File: config.mk
export PLATFORM = sky130hd
export DESIGN_NAME = gfx_mem_writer
export DESIGN_NICKNAME = d
export VERILOG_FILES = /design/src/rtl/gfx_pkg.sv /design/src/rtl/gfx_wfifo.sv /design/src/rtl/gfx_mem_writer.sv
export SDC_FILE = /design/constraint.sdc
export NUM_CORES = 1
export LEC_CHECK = 0
export CORE_MARGIN = 3
export CORE_UTILIZATION = 48
export CTS_CLUSTER_SIZE = 10
export DETAILED_ROUTE_END_ITERATION = 6
export PLACE_DENSITY_LB_ADDON = 0.25
export SLEW_MARGIN = 20
export SYNTH_ARGS = -nofsm -noshare
export SYNTH_HDL_FRONTEND = slang
export SYNTH_SLANG_ARGS = --single-unit
File: constraint.sdc
create_clock -name clk -period 4.1 [get_ports clk]
set_clock_uncertainty 0.1 [all_clocks]
set_input_delay 1.025 -clock clk [delete_from_list [all_inputs] [get_ports clk]]
set_output_delay 1.025 -clock clk [all_outputs]
set_load 0.05 [all_outputs]
File: src/rtl/gfx_pkg.sv
// rtl/gfx_pkg.sv - shared encodings, region codes and VRAM limits for the graphics write port
// Contents: size encodings, region codes, VRAM offset thresholds, posted-write entry type,
//           writer FSM state type, BG byte-write limit helper.
package gfx_pkg;

    localparam logic [1:0] SZ_BYTE = 2'd0;
    localparam logic [1:0] SZ_HALF = 2'd1;
    localparam logic [1:0] SZ_WORD = 2'd2;

    localparam logic [3:0] REG_PAL  = 4'h5;
    localparam logic [3:0] REG_VRAM = 4'h6;

    localparam logic [16:0] VRAM_MIRROR_BASE = 17'h18000;
    localparam logic [16:0] BG_LIMIT_BITMAP  = 17'h14000;
    localparam logic [16:0] BG_LIMIT_TILE    = 17'h10000;

    typedef struct packed {
        logic [27:0] addr;
        logic [1:0]  size;
        logic [31:0] data;
    } wentry_t;

    typedef enum logic {
        ST_IDLE = 1'b0,
        ST_HI   = 1'b1
    } wstate_t;

    // Bitmap modes 3-5 extend the BG area into the first 16 KB of the OBJ block.
    function automatic logic [16:0] bg_limit(input logic [2:0] mode);
        return (mode == 3'd3 || mode == 3'd4 || mode == 3'd5) ? BG_LIMIT_BITMAP : BG_LIMIT_TILE;
    endfunction

endpackage

File: src/rtl/gfx_wfifo.sv
// rtl/gfx_wfifo.sv - posted-write FIFO with fall-through of a push into an empty FIFO
// Ports: clk, clrn (sync active-low flush), push/push_data, pop, head (front entry, or
//        push_data when empty), full, empty.
import gfx_pkg::*;

module gfx_wfifo #(
    parameter int DEPTH = 4
) (
    input  logic    clk,
    input  logic    clrn,
    input  logic    push,
    input  wentry_t push_data,
    input  logic    pop,
    output wentry_t head,
    output logic    full,
    output logic    empty
);

    localparam int AW = $clog2(DEPTH);

    wentry_t        mem [DEPTH];
    logic [AW-1:0]  wr_ptr;
    logic [AW-1:0]  rd_ptr;
    logic [AW:0]    count;

    assign full  = (count == (AW+1)'(DEPTH));
    assign empty = (count == '0);

    // When empty, the entry being pushed is presented directly so a push+pop in the
    // same cycle passes straight through; count stays put and both pointers advance.
    assign head = empty ? push_data : mem[rd_ptr];

    always_ff @(posedge clk) begin
        if (push) begin
            mem[wr_ptr] <= push_data;
        end
    end

    always_ff @(posedge clk) begin
        if (!clrn) begin
            wr_ptr <= '0;
            rd_ptr <= '0;
            count  <= '0;
        end else begin
            if (push) begin
                wr_ptr <= wr_ptr + AW'(1);
            end
            if (pop) begin
                rd_ptr <= rd_ptr + AW'(1);
            end
            case ({push, pop})
                2'b10:   count <= count + (AW+1)'(1);
                2'b01:   count <= count - (AW+1)'(1);
                default: count <= count;
            endcase
        end
    end

endmodule

File: src/rtl/gfx_mem_writer.sv
// rtl/gfx_mem_writer.sv - posted CPU/DMA write port into VRAM and palette RAM
// Ports: clk, clrn; wr_req/wr_ready/wr_addr/wr_size/wr_data bus side; dispcnt mode input;
//        vram_we/vram_waddr/vram_wdata and pal_we/pal_waddr/pal_wdata halfword strobes;
//        dropped pulse; idle status.
import gfx_pkg::*;

module gfx_mem_writer #(
    parameter int FIFO_DEPTH = 4,
    parameter int VRAM_AW    = 16,
    parameter int PAL_AW     = 9
) (
    input  logic               clk,
    input  logic               clrn,
    input  logic               wr_req,
    output logic               wr_ready,
    input  logic [31:0]        wr_addr,
    input  logic [1:0]         wr_size,
    input  logic [31:0]        wr_data,
    input  logic [15:0]        dispcnt,
    output logic               vram_we,
    output logic [VRAM_AW-1:0] vram_waddr,
    output logic [15:0]        vram_wdata,
    output logic               pal_we,
    output logic [PAL_AW-1:0]  pal_waddr,
    output logic [15:0]        pal_wdata,
    output logic               dropped,
    output logic               idle
);

    wstate_t     state;
    wentry_t     head;
    logic        full;
    logic        empty;
    logic        push;
    logic        pop;

    logic [27:0] addr_al;
    logic [16:0] off;
    logic [16:0] off_m;
    logic [15:0] v_idx;
    logic [8:0]  p_idx;
    logic [15:0] lo_data;
    logic        is_pal;
    logic        is_vram;
    logic        drop;

    logic        hi_pal;
    logic [15:0] hi_vidx;
    logic [8:0]  hi_pidx;
    logic [15:0] hi_data;

    assign wr_ready = !full;
    assign push     = wr_req && !full;
    assign pop      = (state == ST_IDLE) && (!empty || push);
    assign idle     = empty && (state == ST_IDLE);

    gfx_wfifo #(.DEPTH(FIFO_DEPTH)) u_wfifo (
        .clk       (clk),
        .clrn      (clrn),
        .push      (push),
        .push_data ('{addr: wr_addr[27:0], size: wr_size, data: wr_data}),
        .pop       (pop),
        .head      (head),
        .full      (full),
        .empty     (empty)
    );

    // Decode of the entry at the front of the queue.
    always_comb begin
        addr_al = head.addr;
        if (head.size == SZ_WORD) begin
            addr_al[1:0] = 2'b00;
        end else if (head.size == SZ_HALF) begin
            addr_al[0] = 1'b0;
        end
        off     = addr_al[16:0];
        off_m   = (off >= VRAM_MIRROR_BASE) ? off - 17'h08000 : off;
        v_idx   = off_m[16:1];
        p_idx   = addr_al[9:1];
        lo_data = (head.size == SZ_BYTE) ? {head.data[7:0], head.data[7:0]} : head.data[15:0];
        is_pal  = (addr_al[27:24] == REG_PAL);
        is_vram = (addr_al[27:24] == REG_VRAM);
        // Byte writes into OBJ VRAM are ignored by the hardware, as are unknown regions.
        drop    = (head.size == 2'd3) || !(is_pal || is_vram) ||
                  (is_vram && head.size == SZ_BYTE && off_m >= bg_limit(dispcnt[2:0]));
    end

    always_ff @(posedge clk) begin
        if (!clrn) begin
            state      <= ST_IDLE;
            vram_we    <= 1'b0;
            vram_waddr <= '0;
            vram_wdata <= '0;
            pal_we     <= 1'b0;
            pal_waddr  <= '0;
            pal_wdata  <= '0;
            dropped    <= 1'b0;
            hi_pal     <= 1'b0;
            hi_vidx    <= '0;
            hi_pidx    <= '0;
            hi_data    <= '0;
        end else begin
            vram_we <= 1'b0;
            pal_we  <= 1'b0;
            dropped <= 1'b0;
            case (state)
                ST_IDLE: begin
                    if (pop) begin
                        if (drop) begin
                            dropped <= 1'b1;
                        end else begin
                            if (is_pal) begin
                                pal_we    <= 1'b1;
                                pal_waddr <= PAL_AW'(p_idx);
                                pal_wdata <= lo_data;
                            end else begin
                                vram_we    <= 1'b1;
                                vram_waddr <= VRAM_AW'(v_idx);
                                vram_wdata <= lo_data;
                            end
                            if (head.size == SZ_WORD) begin
                                state   <= ST_HI;
                                hi_pal  <= is_pal;
                                hi_vidx <= v_idx + 16'd1;
                                hi_pidx <= p_idx + 9'd1;
                                hi_data <= head.data[31:16];
                            end
                        end
                    end
                end
                ST_HI: begin
                    if (hi_pal) begin
                        pal_we    <= 1'b1;
                        pal_waddr <= PAL_AW'(hi_pidx);
                        pal_wdata <= hi_data;
                    end else begin
                        vram_we    <= 1'b1;
                        vram_waddr <= VRAM_AW'(hi_vidx);
                        vram_wdata <= hi_data;
                    end
                    state <= ST_IDLE;
                end
                default: state <= ST_IDLE;
            endcase
        end
    end

    logic unused_bits;
    assign unused_bits = ^{wr_addr[31:28], dispcnt[15:3], addr_al[23:17]};

endmodule

==> results of run 1 <==
## how the worst max path moves through the flow
stage | startpoint | to | slack (ns)
6_report | u_wfifo.count[0] | idle | 0.28
4_1_cts | u_wfifo.count[0] | idle | 0.28
5_1_grt | u_wfifo.count[0] | idle | 0.21
3_5_place_dp | wr_addr[3] | vram_wdata[6] | 0.01
2_1_floorplan | u_wfifo.count[0] | idle | 0.32
3_3_place_gp | wr_addr[3] | vram_wdata[7] | 0.05
## routing by layer
layer | vias to the layer above | track usage, %
met5 | - | 0
met4 | 0 | 5.999
met3 | 50 | 3.307
met2 | 205 | 31.16
met1 | 4034 | 27.90
li1 | 3791 | -
## worst max-delay path: cells and delay by family (launching register included)
kind	cells	cell delay, ns
and+or+nand+nor	2	0.95
buffers and inverters	1	0.85
DFF	1	0.34
## metrics by stage
| step | power, mW | instance area, um^2 |
|---|---|---|
| 2_1_floorplan | 6.878 | 13480 |
| 3_3_place_gp | 7.928 | 15220 |
| 3_5_place_dp | 7.975 | 15220 |
| 4_1_cts | 10.98 | 16310 |
| 5_1_grt | 11.39 | 16310 |
| 6_report | 10.89 | 16310 |
## power by group through the flow
stage	clock, mW	combinational, mW	sequential (mW)
after floorplan	0	2.42	4.46
after global placement	0	3.73	4.20
after detailed placement	0	3.76	4.21
after CTS	3.05	3.78	4.15
after global routing	3.18	4.02	4.19
final	2.99	3.75	4.15
## cells by family (layout without fill, tap and decap cells)
family,after synthesis,in the layout
buffers and inverters,77,238
muxes,177,177
xor gates and xnor gates,17,17
and+or+nand+nor,237,237
AOI/OAI and AO/OA,86,86
adders and majority gates,10,10
DFF,323,323
## final cells by class
| type | count | area [um^2] | share of cell area, % |
|---|---|---|---|
| clock buffer | 61 | 1059 | 6.488 |
| multi-input combinational | 527 | 4464 | 27.36 |
| tap | 372 | 465.4 | 2.853 |
| timing repair buffer | 153 | 1536 | 9.418 |
| sequential | 323 | 8673 | 53.16 |
| clock inverter | 3 | 37.54 | 0.2301 |
| inverter | 21 | 78.83 | 0.4832 |
## cells in the final DEF (no fill, tap or decap), types with 7 or more instances in the layout
cell,count
edfxtp_1,220
mux2i_1,121
clkdlybuf4s50_1,121
nand2_1,109
dfxtp_1,101
mux4_2,53
nor2_1,48
clkbuf_16,39
buf_4,24
clkbuf_1,22
inv_1,20
nand3_1,19
a211oi_1,17
nor3_1,13
o211ai_1,13
o31ai_1,10
xnor2_1,9
or4_1,9
ha_1,9
o21ai_0,8
a21o_1,8
xor2_1,8
buf_12,7
## sequential cells by signal (all words and copies together) (netlist names), named ones only
name and flops:
u_wfifo.rd_ptr 2, hi_vidx 16, hi_pal 1, hi_data 16
dropped 1, u_wfifo.mem 220, state 1, vram_waddr 16
vram_wdata 16, vram_we 1, u_wfifo.count 3, pal_waddr 9
pal_wdata 16, pal_we 1, u_wfifo.wr_ptr 2
==> flow_metrics.env, run 1 <==
export IMPL_crit_arrival_ns=2.70
export IMPL_crit_path_start_kind="register"
export IMPL_synth_top_family_by_area="multiplexers"
export IMPL_hold_viol_final=0
export IMPL_syn_avg_cell_area_um2=14.54
export IMPL_synth_cells=927
export IMPL_layout_nets=1159
export IMPL_gr_total_overflow=0
export IMPL_dp_cells=1396
export IMPL_synth_edf_count=220
export IMPL_grt_pass1_wl_um=46580
export IMPL_grt_max_degree=61
export IMPL_fin_crit_sh_pct=93.20
export IMPL_dr_max_layer_used="met4"
export IMPL_yosys_area_top_type="edfxtp_1"
export IMPL_dp_hpwl_um=18710
export IMPL_die_x_um=173.6
export IMPL_synth_ff_latch_count=323
export IMPL_cts_htree_levels=2
export IMPL_yosys_area_share_simple_pct=8.111
export IMPL_core_um2=27250
export IMPL_die_h_um=173.6
export IMPL_seqPwrFrac_pct=38.1
export IMPL_synthXorXnorAreaFrac_pct=1.104
export IMPL_wire_per_inst_um=20.32
export IMPL_internal_power_mw=7.253
export IMPL_vias=8080
export IMPL_synth_area_leaders="edfxtp_1 (49%), dfxtp_1 (15%), mux2i_1 (9.0%)"
export IMPL_yosysWarnings=0
export IMPL_place_ws_ns=0.01306
export IMPL_met1_length_um=13590
export IMPL_syn_to_final_growth_pct=21.01
export IMPL_rsz0062_at_grt="no"
export IMPL_synth_top_area_share_pct=49.00
export IMPL_clock_root_buffer="clkbuf_16"
export IMPL_clk_latency_ns=0.52
export IMPL_wirelength_um=29670
export IMPL_p_per_area_nw_per_um2=667.2
export IMPL_critPathMaxStageDelay_ns=0.85
export IMPL_holdPathStages=2
export IMPL_min_from="hi_vidx[12]"
export IMPL_yosysSeqAreaShare_pct=64.30
export IMPL_clkSlewWorstSetupHoldPaths_ns=0.06
export IMPL_post_route_drc_count=0
export IMPL_holdBufCountCts=0
export IMPL_die_area_um2=30130
export IMPL_dr_pass1_iters=5
export IMPL_layout_drive_gt1_share_pct=13.42
export IMPL_p_switching_mw=3.633
export IMPL_clock_sinks=323
export IMPL_crit_path_top_delay_cell="clkdlybuf4s50_1"
export IMPL_max_slew_margin_pct=39.70
export IMPL_drt_iter0_drc=703
export IMPL_vias_per_cell=5.534
export IMPL_holdPathEnd="hi_vidx[12]"
export IMPL_wl_met3_um=1531
export IMPL_crit_fanout=37
export IMPL_path_cells="or3_4 > nor2_1 > clkdlybuf4s50_1"
export IMPL_muxShareOfSynthArea_pct=18.09
export IMPL_fmax_mhz=261.7
export IMPL_post_cts_resized=0
export IMPL_worstPathRequired_ns=2.97
export IMPL_synth_fa_ha_area_share_pct=0.9838
export IMPL_synth_most_common_cell="edfxtp_1"
export IMPL_rr_endpoint="vram_wdata[6]"
export IMPL_antenna_left=0
export IMPL_rrSetupSlack_ns=0.51
export IMPL_p_clk_share_pct=27.5
export IMPL_hold_class="register to register"
export IMPL_initial_core_util_pct=49.47
export IMPL_diodes=0
export IMPL_p_leak_nw=5.744
export IMPL_async_flop_share_pct=0
export IMPL_p_sw_share_pct=33.37
export IMPL_syn_area_um2=13480
export IMPL_cts_buffers=38
export IMPL_outcome="completed"
export IMPL_holdWs_ns=0.3511
export IMPL_clockBufferDepth=3
export IMPL_fin_cells=1460
export IMPL_synth_cell_types=55
export IMPL_final_util_pct=59.87
export IMPL_dr_wl_met2_um=13860
export IMPL_fillers=2089
export IMPL_fin_crit_ns=3.821
export IMPL_ios=147
export IMPL_grt_total_usage_pct=19.58
export IMPL_ff2ff_path_depth=10
export IMPL_syn_nets=1022
export IMPL_ys_flop_type="edfxtp_1"
export IMPL_path_class="register to output port"
export IMPL_portBuffers=122
export IMPL_tightest_slew_ns=0.9045
export IMPL_antenna_found_initial=0
export IMPL_drv_cap=0
export IMPL_pwr_share_comb_pct=34.4
export IMPL_post_cts_setup_buffers=0
export IMPL_peakVddDrop_uv=355.6
export IMPL_cts_tree="yes"
export IMPL_first_global_vias=8278
export IMPL_synth_compound_area_share_pct=4.677
export IMPL_setup_violations_final=0
export IMPL_rows=60
export IMPL_setup_tns_ns=0
export IMPL_final_max_slew_viol_count=0
export IMPL_fin_ws_ns=0.2787
export IMPL_synth_top_cells_by_count="edfxtp_1 (220), mux2i_1 (121), nand2_1 (109)"
export IMPL_crit_path_end_kind="output port"
export IMPL_gp_congestion=0.7825
Power figures use the tool's default switching activity.
==> run 2, diff against run 1 <==
- SKIP_LAST_GASP: default -> 1
==> results of run 2 <==
Final layout, timing and power as in run 1 (identical DEF).
